===== config.mk =====
export PLATFORM = sky130hd
export DESIGN_NAME = wb_timer
export DESIGN_NICKNAME = d
export VERILOG_FILES = /design/src/rtl/wb_timer_pkg.sv /design/src/rtl/wb_timer_prescaler.sv /design/src/rtl/wb_timer.sv
export SDC_FILE = /design/constraint.sdc
export NUM_CORES = 1
export LEC_CHECK = 0
export CORE_UTILIZATION = 56
export CTS_CLUSTER_SIZE = 12
export DETAILED_ROUTE_END_ITERATION = 10
export GPL_TIMING_DRIVEN = 0
export PLACE_DENSITY = 0.81
export SKIP_CTS_REPAIR_TIMING = 1
export SLEW_MARGIN = 20
export SYNTH_ARGS = -nofsm -noshare
export SYNTH_HDL_FRONTEND = slang
export SYNTH_SLANG_ARGS = --single-unit

===== constraint.sdc =====
create_clock -name clk -period 2.33 [get_ports clk]
set_input_delay 0.3495 -clock clk [delete_from_list [all_inputs] [get_ports clk]]
set_output_delay 0.3495 -clock clk [all_outputs]
set_load 0.03 [all_outputs]

===== src/rtl/wb_timer_pkg.sv =====
// rtl/wb_timer_pkg.sv - register offsets and bit positions shared by the wb_timer block
package wb_timer_pkg;

  // Word offsets on i_addr
  typedef enum logic [2:0] {
    ADDR_CTRL    = 3'd0,
    ADDR_COUNT   = 3'd1,
    ADDR_COMPARE = 3'd2,
    ADDR_STATUS  = 3'd3,
    ADDR_CAPTURE = 3'd4
  } reg_addr_e;

  // CTRL bit indices
  localparam int CTRL_EN         = 0;
  localparam int CTRL_AUTORELOAD = 1;
  localparam int CTRL_IRQEN      = 2;
  localparam int CTRL_W          = 3;

  // STATUS bit indices
  localparam int ST_MATCH = 0;
  localparam int ST_CAPF  = 1;

endpackage


===== src/rtl/wb_timer_prescaler.sv =====
// rtl/wb_timer_prescaler.sv - divides clk into counter ticks, one tick per PRESCALE enabled cycles
module wb_timer_prescaler #(
  parameter int PRESCALE = 1
) (
  input  logic clk,
  input  logic reset,
  input  logic enable,
  input  logic clear,
  output logic tick
);

  localparam int            PW   = (PRESCALE > 1) ? $clog2(PRESCALE) : 1;
  localparam logic [PW-1:0] LAST = PW'(PRESCALE - 1);

  logic [PW-1:0] cnt;

  // The tick is the wrap cycle; a clear in that cycle still lets the tick through
  assign tick = enable & (cnt == LAST);

  // Count 0..PRESCALE-1 while enabled, hold while disabled, restart on clear
  always_ff @(posedge clk or negedge reset) begin
    if (!reset) begin
      cnt <= '0;
    end else if (clear) begin
      cnt <= '0;
    end else if (enable) begin
      cnt <= (cnt == LAST) ? '0 : cnt + 1'b1;
    end
  end

endmodule


===== src/rtl/wb_timer.sv =====
// rtl/wb_timer.sv - Wishbone pipelined timer/compare peripheral; capture input enabled by WB_TIMER_CAPTURE_EN
module wb_timer #(
  parameter int          PRESCALE      = 1,
  parameter logic [31:0] RESET_COMPARE = 32'hffffffff
) (
  input  logic        clk,
  input  logic        reset,
  input  logic        i_enable,
  input  logic        i_wb_cyc,
  input  logic        i_wb_stb,
  input  logic        i_we,
  input  logic [2:0]  i_addr,
  input  logic [31:0] i_data,
`ifdef WB_TIMER_CAPTURE_EN
  input  logic        i_capture,
`endif
  output logic [31:0] o_data,
  output logic        o_wb_ack,
  output logic        o_wb_stall,
  output logic        o_irq
);

  import wb_timer_pkg::*;

  logic              accept;
  logic              wr_acc;
  logic              wr_ctrl;
  logic              wr_count;
  logic              wr_compare;
  logic              wr_status;
  logic [CTRL_W-1:0] ctrl;
  logic [31:0]       count;
  logic [31:0]       compare;
  logic [31:0]       capture;
  logic              match;
  logic              capf;
  logic              tick;
  logic              hit;
  logic              ack_q;
  logic              irq_q;
  logic [31:0]       rdata_q;
  logic [31:0]       rd_mux;

  // Never stalls: one request per cycle, back-to-back
  assign o_wb_stall = 1'b0;

  assign accept     = i_enable & i_wb_cyc & i_wb_stb;
  assign wr_acc     = accept & i_we;
  assign wr_ctrl    = wr_acc && (i_addr == ADDR_CTRL);
  assign wr_count   = wr_acc && (i_addr == ADDR_COUNT);
  assign wr_compare = wr_acc && (i_addr == ADDR_COMPARE);
  assign wr_status  = wr_acc && (i_addr == ADDR_STATUS);

  // Match check uses COUNT before any increment this tick
  assign hit = tick & (count == compare);

  wb_timer_prescaler #(
    .PRESCALE (PRESCALE)
  ) u_prescaler (
    .clk    (clk),
    .reset  (reset),
    .enable (ctrl[CTRL_EN]),
    .clear  (wr_count),
    .tick   (tick)
  );

  // Register read mux, sampled on the accept cycle
  always_comb begin
    rd_mux = '0;
    if (i_addr == ADDR_CTRL)         rd_mux = {{(32-CTRL_W){1'b0}}, ctrl};
    else if (i_addr == ADDR_COUNT)   rd_mux = count;
    else if (i_addr == ADDR_COMPARE) rd_mux = compare;
    else if (i_addr == ADDR_STATUS)  rd_mux = {30'd0, capf, match};
    else if (i_addr == ADDR_CAPTURE) rd_mux = capture;
  end

  // Response pipeline: ack and read data one cycle after accept
  always_ff @(posedge clk or negedge reset) begin
    if (!reset) begin
      ack_q   <= 1'b0;
      rdata_q <= '0;
    end else begin
      ack_q   <= accept;
      rdata_q <= (accept & ~i_we) ? rd_mux : '0;
    end
  end

  // The data/ack nets are shared, so drive them only while the master still holds the cycle
  assign o_wb_ack = ack_q & i_wb_cyc;
  assign o_data   = o_wb_ack ? rdata_q : '0;

  // CTRL, COUNT and COMPARE: tick effects first, bus writes override them
  always_ff @(posedge clk or negedge reset) begin
    if (!reset) begin
      ctrl    <= '0;
      count   <= '0;
      compare <= RESET_COMPARE;
    end else begin
      if (tick) begin
        if (count == compare) begin
          if (ctrl[CTRL_AUTORELOAD]) count <= '0;
          else                       ctrl[CTRL_EN] <= 1'b0;
        end else begin
          count <= count + 32'd1;
        end
      end
      if (wr_ctrl)    ctrl    <= i_data[CTRL_W-1:0];
      if (wr_count)   count   <= i_data;
      if (wr_compare) compare <= i_data;
    end
  end

  // MATCH flag: write-1-to-clear, a new match in the same cycle wins
  always_ff @(posedge clk or negedge reset) begin
    if (!reset) begin
      match <= 1'b0;
    end else begin
      if (wr_status && i_data[ST_MATCH]) match <= 1'b0;
      if (hit)                           match <= 1'b1;
    end
  end

`ifdef WB_TIMER_CAPTURE_EN
  logic [2:0] cap_sync;
  logic       cap_rise;

  // Two synchronizer flops plus one history flop for rising-edge detection
  always_ff @(posedge clk or negedge reset) begin
    if (!reset) cap_sync <= '0;
    else        cap_sync <= {cap_sync[1:0], i_capture};
  end

  assign cap_rise = cap_sync[1] & ~cap_sync[2];

  // Latch COUNT on a capture edge and raise CAPF; a fresh capture beats a same-cycle clear
  always_ff @(posedge clk or negedge reset) begin
    if (!reset) begin
      capture <= '0;
      capf    <= 1'b0;
    end else begin
      if (cap_rise) capture <= count;
      if (wr_status && i_data[ST_CAPF]) capf <= 1'b0;
      if (cap_rise) capf <= 1'b1;
    end
  end
`else
  assign capture = '0;
  assign capf    = 1'b0;
`endif

  // Level interrupt, registered one cycle behind the status flags
  always_ff @(posedge clk or negedge reset) begin
    if (!reset) irq_q <= 1'b0;
    else        irq_q <= (match | capf) & ctrl[CTRL_IRQEN];
  end

  assign o_irq = irq_q;

endmodule

* After elaboration in Yosys (flattened, before gate mapping)
Index checks and enable logic that the tools add are counted.
W data, S select, Z words.
** Cells by class
- $add $sub $neg :: 2
- Reductions and logical operators :: 13
- Equal/unequal tests :: 6
- Bitwise operators :: 10
- Multiplexer cells :: 19
** Operators by type and width (count)
- $mux W32 :: 9
- $add A32 B1 Y32 const B :: 1
- $eq A32 B32 Y1 :: 1
- $mux W1 :: 10
- $reduce_bool A2 Y1 :: 5
- $and A1 B1 Y1 :: 8
- $eq A3 B2 Y1 const B :: 2
- $logic_and A1 B1 Y1 :: 5
- $eq A3 B1 Y1 const B :: 1
- $logic_not A3 Y1 :: 1
- $ne A3 B2 Y1 const B :: 1
- $reduce_and A3 Y1 :: 1
- $ne A2 B2 Y1 const B :: 1
- $not A1 Y1 :: 2
- $reduce_and A2 Y1 :: 1
- $add A1 B1 Y1 const B :: 1
** Word-level totals
- Word-level logic and storage cells :: 59
- Bits in registers :: 103
- Output and inout port bits :: 35
- Bits of input ports :: 41

* Logic depth before layout (Yosys ltp)
Gate-level depths: netlist of the first run.
- Depth after elaboration :: 7
- Mapped depth :: 10
- Mapped depth without buffers :: 7

* Hierarchy
Synthesis of the first run repeated with hierarchy kept, for this count alone.
** Unflattened totals
- Cells, all modules :: 578
- Area, all modules :: 5635.4 um^2
** By module, submodules not included
- wb_timer :: area each 5627.9 um^2, instances 1, sequential area each 2592.5 um^2, cells an instance 577
- wb_timer_prescaler :: area each 7.5 um^2, instances 1, sequential area each 0.0 um^2, cells an instance 1

* Least setup slack after synthesis of the first run
OpenSTA, ideal clock, no wires.
- Path type :: flip-flop to flip-flop
- Start point :: reg compare[6]
- End point :: reg count[20]
- Required time :: 2.204 ns
- Stages on the path, launching flop included :: 9
- Clock period less this slack :: 2.135 ns
- Library setup time :: 0.126 ns
- Setup slack :: 0.195 ns
- Arrival :: 2.008 ns
- Path buffers :: 2
- Path through :: dfstp_2 > xnor2_1 > nand4_2 > nor4_4 > and2_1 > buf_6 > buf_12 > a31oi_4 > a311o_1
** On the way
- Word-level cells in the longest chain between the ends :: 4
- Elaborated cells between the ends (all ways) :: 6
- Those cells by class :: eq/ne (2); mux (3); reduce/logical (1)
** RTL lines
- from (decl) :: RTL line wb_timer.sv:33 : logic [31:0] compare;
- from (signal assigned) :: RTL line wb_timer.sv:109 : if (wr_compare) compare <= i_data;
- $eq A32 B32 Y1 (*) :: RTL line wb_timer.sv:100 : if (count == compare) begin
- $mux W32 :: RTL line wb_timer.sv:100
- $mux W32 :: RTL line wb_timer.sv:99 : if (tick) begin
- $mux W32 :: RTL line wb_timer.sv:108 : if (wr_count) count <= i_data;
- to (signal assigned) :: RTL line wb_timer.sv:104 : count <= count + 32'd1;
- to (signal assigned) :: RTL line wb_timer.sv:108
- to (decl) :: RTL line wb_timer.sv:32 : logic [31:0] count;
Mark *: on every way between the ends. The rest lies on a longest branch, timed or not. The select of a mux whose other input is x is not followed.
A chain may end at the register's enable or synchronous reset.

* Worst setup path after layout of the first run
- Start point :: reg compare[14]
- End point :: reg count[20]
Same word-level chain as after synthesis.

==> results of run 1 <==
[synthesized netlist by cell type (4+ instances only)]
cell type	count	area, µm²
nand3_1	15	75.07
inv_1	9	33.78
dfstp_2	32	840.8
o21ai_1	5	25.02
nand2_1	34	127.6
o22a_1	4	35.03
nand2b_1	4	25.02
and2_1	6	37.54
a21o_1	6	45.04
mux2_2	33	371.6
mux2i_1	5	50.05
clkbuf_1	29	108.9
dfrtp_1	70	1752
o31ai_1	6	45.04
a22oi_1	32	240.2
nor3_1	8	40.04
xnor2_1	28	245.2
xnor2_2	5	81.33
o211ai_1	10	75.07
or3_1	5	31.28
buf_6	7	78.83
a21oi_1	11	55.05
a31oi_1	9	56.30
buf_2	14	70.07
o21ai_0	11	55.05
nand4_1	28	175.2
nor2_1	56	210.2
or4_1	6	45.04
nor4_4	4	85.08
and3_1	36	225.2
[kinds of logic after synthesis]
logic type | share of synthesized area (%)
AND/OR/NAND/NOR | 20.76
buffers and inverters | 5.744
flip-flops | 44.58
AO/OA/AOI/OAI | 15.19
other | 0.06448
adder cells (fa/ha/maj) | 0.2151
multiplexers | 7.831
XOR/XNOR | 5.615
[power by group through the flow]
stage,combinational [W],sequential (W),clock (W)
after global routing,0.00126,0.00233,0.00109
after detailed placement,0.00106,0.00230,0
final,0.00118,0.00230,0.00102
after floorplan,0.000739,0.00223,0
after CTS,0.00107,0.00226,0.00104
after global placement,0.00104,0.00228,0
[final timing paths]
path / from / to / slack (ns) / cells past startpoint
setup / recovery: compare[14] / count[20] / -0.27 / 9
hold / removal: i_addr[0] / match / 0.41 / 4
setup reg to reg: compare[14] / count[20] / -0.27 / 9
hold reg to reg: match / o_irq / 0.54 / 1
max in group asynchronous: reset / compare[29] / 1.20 / 3
min in group asynchronous: reset / count[14] / 0.45 / 2
[critical path: cells and delay by family, from the launching register on]
| kind | cells | cell delay, ns |
|---|---|---|
| xor gates and xnor gates | 1 | 0.11 |
| DFF | 1 | 0.58 |
| and+or+nand+nor | 3 | 0.89 |
| AOI/OAI and AO/OA | 2 | 0.47 |
| buffers and inverters | 3 | 0.42 |
[layout make-up]
class / count / area, µm² / share of cell area (%)
buffer: 55 / 376.6 / 5.031
clock inverter: 4 / 22.52 / 0.3009
sequential: 102 / 2594 / 34.65
tap: 133 / 166.4 / 2.223
multi-input combinational: 414 / 3029 / 40.46
timing repair buffer: 104 / 1119 / 14.94
inverter: 9 / 33.78 / 0.4513
clock buffer: 12 / 145.1 / 1.939
[per-stage QoR]
step	hold slack [ns]	instance area [µm²]	setup TNS [ns]	instances
6_report	0.4149	7486	-4.736	833
5_1_grt	0.4146	7486	-6.506	833
4_1_cts	-0.1118	6909	-18.54	803
3_5_place_dp	0.3058	6741	-40.16	787
3_3_place_gp	0.5022	6713	-290.58	786
2_1_floorplan	0.05391	5816	0	580
[registers in the layout, summed over array words and instances, names as in the netlist]
name     flops
compare     32
rdata_q     32
ack_q        1
o_irq        1
count       32
match        1
ctrl         3
[per-layer routing]
metal,global-route usage (%),routed length [µm],up-vias
met1,43.02,7176,2620
met2,50.48,8504,322
met4,12.14,718,0
met5,1.429,0,-
met3,10.15,1762,55
li1,-,-,2358
==> impl_metrics.csv, run 1 <==
group,metric,value,unit
cells_and_area,fin_util,75.54,%
route,drtIter0Drc,489,
global_routing,grt_max_degree,59,
cells_and_area,layout_commonest_cell,"dfrtp_1",
setup_path,slowest_stage,"dfstp_2",
setup_path,worstSetupPathType,"reg2reg",
clock_network,clockBufferDepth,2,
timing,period_share,111.5,%
logic_synthesis,synthFlopType,"dfrtp_1",
timing,setup_slack,-0.2680,ns
clock_network,clk_latency,0.39,ns
route,drc,0,
logic_synthesis,synth_edf_count,0,
logic_synthesis,avgSynthCellArea,10.03,µm²
placement,hpwlAfterDp,12090,µm
logic_synthesis,seq_area_frac_synth,44.58,%
logic_synthesis,yosys_register_bits,102,
setup_path,cp-start-kind,"register",
setup_path,critical-path-max-stage-delay,0.58,ns
setup_path,cp.required,2.61,ns
global_routing,antenna_found_initial,0,
logic_synthesis,syn_nets,622,
cells_and_area,n_antenna_cell,0,
pwr,max-vdd-ir-drop,0.0005686,V
setup_path,critPathArrivalTime,2.87,ns
logic_synthesis,ys_types,63,
logic_synthesis,yosysWarnings,0,
cells_and_area,mostFrequentLayoutCells,"69 x dfrtp_1, 56 x nor2_1, 41 x clkdlybuf4s50_1, 35 x and3_1, 34 x nand2_1",
timing,final_hold_viol_count,0,
die,rows,36,
timing,rsz0062_at_grt,"true",
placement,io_buffers,73,
placement,detailedPlace.worstSlack,-0.9306,ns
timing,finClkSkew,0.009897,ns
global_routing,grt_pass1_wl,27010,µm
outcome,violations,"setup timing",
cells_and_area,nNetsFinal,737,
pwr,p_sw,0.001525,W
clock_network,cts_num_sinks,102,
timing,tightest_slew,0.6361,ns
die,fp.dieH,103.9,µm
clock_network,clk_pin_slew,0.10,ns
logic_synthesis,synth-async-reset-ratio,100.0,%
pwr,p_clk_share,22.7,%
route,viasPerCell,6.429,
timing,min_period,2.598,ns
logic_synthesis,netlist_area,0.005816,mm²
setup_path,crit_fanout,7,
pwr,p_int,0.002987,W
pwr,pwr-share-comb,26.3,%
die,initial_core_util,58.69,%
clock_network,tritoncts,"yes",
setup_path,path_cells,"xnor2_2 > nand4_1 > nor4_4 > buf_4 > and2_4 > buf_8 > buf_12 > a31oi_4 > a311o_1",
global_routing,grt_usage,32.64,%
placement,gp_congestion,0.9516,
route,ant_nets,0,
job,cap_viol_max_count,0,
route,vias,5355,
pwr,switching_share,33.80,%
timing,slew_headroom,57.59,%
clock_network,cts_buffers,9,
die,dieWidth,103.9,µm
logic_synthesis,synth_cells,580,
global_routing,gr-total-overflow,0,
timing,drv_slew,0,
cells_and_area,drive_above_1_share,26.57,%
cells_and_area,fillers,669,
clock_network,clockRootBuffer,"clkbuf_8",
route,wirelength,18160,µm
die,die_area,0.01080,mm²
global_routing,grt_pass1_vias,4965,
die,io_pins,76,
route,drt_pre_antenna_iters,5,
worst_hold_path,hold_class,"in2reg",
timing,setup_viol_count_final,29,
setup_path,end_kind,"register",
clock_network,htreeDepth,3,
cells_and_area,areaGrowthSynthToFinish,28.72,%
route,wl_per_cell,21.80,µm
die,core-area,0.009910,mm²
pwr,p_leak,3.681,nW
timing,max_freq,384.9,MHz
outcome,status,"finished, violations left",
pwr,p_seq_share,51.0,%
pwr,p_total,0.004511,W
pwr,power_density,602.6,mW/mm²
(Power assumes the default switching activity.)
==> run 2, diff against run 1 <==
==> constraint.sdc (replaced) <==
create_clock -name clk -period 2.33 [get_ports clk]
set_input_delay 0.3495 -clock clk [delete_from_list [all_inputs] [get_ports clk]]
set_output_delay 0.3495 -clock clk [all_outputs]
set_load 0.1 [all_outputs]
==> impl_metrics.csv, run 2 (synthesis gave the netlist of run 1 again) <==
group,metric,value,unit
timing,tightest_slew,0.9813,ns
pwr,switching_share,34.03,%
die,rows,36,
timing,max_freq,384.4,MHz
route,vias,5349,
cells_and_area,mostFrequentLayoutCells,"69 x dfrtp_1, 56 x nor2_1, 38 x clkdlybuf4s50_1, 36 x and3_1, 34 x nand2_1",
die,fp.dieH,103.9,µm
clock_network,clk_latency,0.39,ns
timing,final_hold_viol_count,0,
die,dieWidth,103.9,µm
setup_path,cp-start-kind,"register",
route,drt_pre_antenna_iters,6,
global_routing,gr-total-overflow,0,
placement,place_area,0.006741,mm²
pwr,pwr-share-comb,26.9,%
clock_network,cts_num_sinks,102,
clock_network,cts_buffers,9,
clock_network,clockBufferDepth,2,
timing,rsz0062_at_grt,"true",
global_routing,grt_max_degree,59,
setup_path,critical-path-max-stage-delay,0.60,ns
timing,min_period,2.602,ns
route,ant_nets,0,
global_routing,grt_pass1_wl,27010,µm
cells_and_area,layout_commonest_cell,"dfrtp_1",
cells_and_area,reg_top3,"compare: 32 flops, count: 32 flops, rdata_q: 32 flops",
timing,finClkSkew,0.01350,ns
placement,hpwlAfterDp,12090,µm
cells_and_area,n_antenna_cell,0,
route,drc,0,
setup_path,end_kind,"register",
pwr,p_clk_share,22.5,%
timing,drv_slew,0,
timing,slew_headroom,34.47,%
worst_hold_path,hold_class,"in2reg",
cells_and_area,areaGrowthSynthToFinish,26.51,%
clock_network,tritoncts,"yes",
route,wirelength,18460,µm
cells_and_area,fin_util,74.24,%
placement,io_buffers,73,
worst_hold_path,hp-start,"i_addr[0]",
setup_path,critPathBufInv,2,
die,io_pins,76,
route,drtIter0Drc,470,
die,initial_core_util,58.69,%
clock_network,clk_pin_slew,0.10,ns
setup_path,critPathArrivalTime,2.87,ns
timing,setup_viol_count_final,32,
die,die_area,0.01080,mm²
pwr,p_sw,0.001540,W
timing,setup_slack,-0.2716,ns
die,core-area,0.009910,mm²
global_routing,antenna_found_initial,0,
setup_path,crit_fanout,6,
route,wl_per_cell,22.24,µm
timing,period_share,111.7,%
cells_and_area,drive_above_1_share,31.28,%
global_routing,grt_usage,32.64,%
pwr,max-vdd-ir-drop,0.0005741,V
setup_path,worstSetupPathType,"reg2reg",
setup_path,cp-startpoint,"compare[1]",
setup_path,cp.required,2.60,ns
setup_path,r2r_setup_slack,-0.27,ns
cells_and_area,nNetsFinal,734,
setup_path,slowest_stage,"nor4_4",
pwr,p_seq_share,50.6,%
global_routing,grt_pass1_vias,4965,
outcome,status,"finished, violations left",
job,cap_viol_max_count,0,
clock_network,clockRootBuffer,"clkbuf_8",
cells_and_area,final_area,0.007357,mm²
pwr,p_leak,3.210,nW
placement,gp_congestion,0.9516,
route,viasPerCell,6.445,
setup_path,cpLargestDelayFamily,"simple AND/OR/NAND/NOR gates",
setup_path,path_cells,"xnor2_1 > nand4_1 > nor4_4 > and2_4 > buf_6 > buf_12 > a31oi_4 > a311o_1",
clock_network,htreeDepth,3,
setup_path,crit-reg2reg-launch,"compare[1]",
pwr,power_density,615.0,mW/mm²
outcome,violations,"setup timing",
pwr,p_int,0.002985,W
## run 2: final timing paths
path / end / depth (start not counted)
max: count[20] / 8
min: match / 4
max reg2reg: count[20] / 8
min reg2reg: o_irq / 1
max in group asynchronous: compare[29] / 3
min in group asynchronous: count[14] / 2
## run 2: power by group through the flow
stage / combinational (W) / sequential [W] / clock, W
after floorplan: 0.000748 / 0.00224 / 0
after global placement: 0.00106 / 0.00228 / 0
after detailed placement: 0.00108 / 0.00230 / 0
after CTS: 0.00109 / 0.00226 / 0.00104
after global routing: 0.00130 / 0.00232 / 0.00109
final: 0.00121 / 0.00229 / 0.00102
## run 2: stage by stage
step | setup WS [ns] | hold WS, ns | power (W) | setup TNS (ns) | std cells
finish | -0.2716 | 0.4202 | 0.004525 | -5.134 | 830
global route | -0.3311 | 0.4150 | 0.004709 | -7.042 | 830
CTS | -0.8258 | -0.1118 | 0.004393 | -33.51 | 803
detailed placement | -0.9306 | 0.3058 | 0.003376 | -55.12 | 787
global placement | -2.843 | 0.5022 | 0.003341 | -305.55 | 786
floorplan | 0.1953 | 0.05391 | 0.002990 | 0 | 580
## run 2: tightest hold or removal path: stages
cell and delay (ns):
buf_2 0.16, nand4b_1 0.11, o21ai_0 0.07, o21ai_0 0.07
## run 2: layout make-up
type,instances,area [µm²]
fill,690,2552
sequential,102,2594
multi-input combinational,414,3123
inverter,9,33.78
clock buffer,12,145.1
tap,133,166.4
buffer,55,366.6
timing repair buffer,101,905.9
clock inverter,4,22.52
## run 2: metal layers
| layer | global-route usage [%] | share of wire, % | up-vias |
|---|---|---|---|
| li1 | - | - | 2356 |
| met1 | 43.02 | 40 | 2646 |
| met2 | 50.48 | 48 | 291 |
| met3 | 10.15 | 8.6 | 56 |
| met4 | 12.14 | 3.4 | 0 |
| met5 | 1.429 | 0 | - |
==> run 3, diff against run 2 <==
==> constraint.sdc (replaced) <==
create_clock -name clk -period 2.64 [get_ports clk]
set_input_delay 0.396 -clock clk [delete_from_list [all_inputs] [get_ports clk]]
set_output_delay 0.396 -clock clk [all_outputs]
set_load 0.1 [all_outputs]
==> impl_metrics.csv, run 3 (synthesis gave the netlist of run 1 again) <==
group,metric,value,unit
global_routing,grt_pass1_wl,27010,µm
timing,finClkSkew,0.01254,ns
clock_network,clk_pin_slew,0.08,ns
setup_path,crit-reg2reg-launch,"compare[14]",
clock_network,tritoncts,"yes",
die,rows,36,
clock_network,htreeDepth,3,
clock_network,clockRootBuffer,"clkbuf_8",
placement,gp_congestion,0.9516,
pwr,p_seq_share,51.6,%
timing,final_hold_viol_count,0,
cells_and_area,stdcell_count,811,
job,cap_viol_max_count,0,
setup_path,r2r_setup_slack,0.05,ns
placement,io_buffers,73,
cells_and_area,drive_above_1_share,24.34,%
pwr,pwr-share-comb,25.2,%
cells_and_area,layout_commonest_cell,"dfrtp_1",
timing,timing.hold.ws,0.4590,ns
cells_and_area,areaGrowthSynthToFinish,17.71,%
route,wl_per_cell,21.20,µm
global_routing,grt_max_degree,59,
die,initial_core_util,58.69,%
pwr,max-vdd-ir-drop,0.0005023,V
timing,tns,0,ns
clock_network,clk_latency,0.39,ns
placement,dp_cells,787,
route,viasPerCell,6.353,
route,ant_nets,0,
setup_path,crit_fanout,10,
cells_and_area,n_antenna_cell,0,
setup_path,end_kind,"output pin",
die,core-area,0.009910,mm²
setup_path,cp-start-kind,"input pin",
cells_and_area,mostFrequentLayoutCells,"70 x dfrtp_1, 56 x nor2_1, 39 x clkdlybuf4s50_1, 36 x and3_1, 34 x nand2_1",
setup_path,reg2reg_depth,9,
setup_path,critPathArrivalTime,2.21,ns
die,dieWidth,103.9,µm
outcome,status,"completed",
route,drc,0,
pwr,p_sw,0.001297,W
die,io_pins,76,
cells_and_area,reg_top3,"compare: 32 flops, count: 32 flops, rdata_q: 32 flops",
timing,min_period,2.605,ns
pwr,switching_share,33.40,%
placement,hpwlAfterDp,12090,µm
worst_hold_path,min_to,"match",
route,drtIter0Drc,444,
pwr,p_leak,2.984,nW
cells_and_area,final_area,0.006845,mm²
pwr,p_int,0.002586,W
placement,place_area,0.006741,mm²
worst_hold_path,hold_class,"in2reg",
clock_network,cts_buffers,9,
timing,max_freq,383.9,MHz
worst_hold_path,hp-start,"i_addr[0]",
pwr,power_density,567.2,mW/mm²
die,fp.dieH,103.9,µm
setup_path,r2r_end,"count[20]",
route,drt_pre_antenna_iters,5,
die,die_area,0.01080,mm²
clock_network,clockBufferDepth,2,
cells_and_area,nNetsFinal,715,
timing,slew_headroom,34.37,%
route,wirelength,17190,µm
clock_network,cts_num_sinks,102,
setup_path,worstSetupPathType,"in2out",
global_routing,antenna_found_initial,0,
timing,drv_slew,0,
setup_path,cp.required,2.24,ns
route,vias,5152,
global_routing,grt_usage,32.64,%
worst_hold_path,holdPathStages,4,
pwr,p_clk_share,23.2,%
timing,setup_viol_count_final,0,
timing,tightest_slew,0.9828,ns
global_routing,grt_pass1_vias,4965,
timing,period_share,98.67,%
global_routing,gr-total-overflow,0,
-- run 3: changes by cell type in the layout (fill, tap and decap cells not counted), moves of 5 or more --
cell,change
clkbuf_2,+15
buf_2,-13
buf_4,-10
clkbuf_1,+8
clkbuf_4,-8
buf_6,-7
o21ai_2,-5
-- run 3: worst max path at each step --
stage,cells after the start,end,startpoint
after global placement,1,count[29],reset
after global routing,10,count[20],count[10]
after CTS,4,o_data[21],i_wb_cyc
after detailed placement,8,count[18],i_wb_cyc
final,4,o_data[21],i_wb_cyc
after floorplan,8,count[20],compare[6]
-- run 3: routing by layer --
layer	GRT usage, %	wire (µm)
met4	12.14	536
met5	1.429	0
met2	50.48	7996
met3	10.15	1574
met1	43.02	7085
-- run 3: per-stage QoR --
| step | total power, W | util, % | worst slack [ns] |
|---|---|---|---|
| 3_3_place_gp | 0.002949 | 67.74 | -2.580 |
| 2_1_floorplan | 0.002639 | - | 0.5053 |
| 6_report | 0.003883 | 69.08 | 0.03498 |
| 4_1_cts | 0.003877 | 69.72 | -0.6088 |
| 3_5_place_dp | 0.002980 | 68.03 | -0.6671 |
| 5_1_grt | 0.004039 | 69.08 | -0.02579 |
-- run 3: cell type report --
class,count,area [µm²]
fill,780,3064
inverter,9,33.78
clock inverter,4,22.52
buffer,55,316.6
clock buffer,12,145.1
tap,133,166.4
multi-input combinational,414,2889
timing repair buffer,82,679.4
sequential,102,2592
-- run 3: critical path: stages --
cell and delay (ns):
clkdlybuf4s50_1 0.66, clkbuf_1 0.44, and3_1 0.27, buf_2 0.43
-- run 3: power by group through the flow --
stage          registers, W  clock network (W)  logic [W]
6_report            0.00200           0.000900   0.000978
5_1_grt             0.00203           0.000962    0.00105
4_1_cts             0.00200           0.000920   0.000960
3_5_place_dp        0.00203                  0   0.000953
3_3_place_gp        0.00201                  0   0.000934
2_1_floorplan       0.00198                  0   0.000660
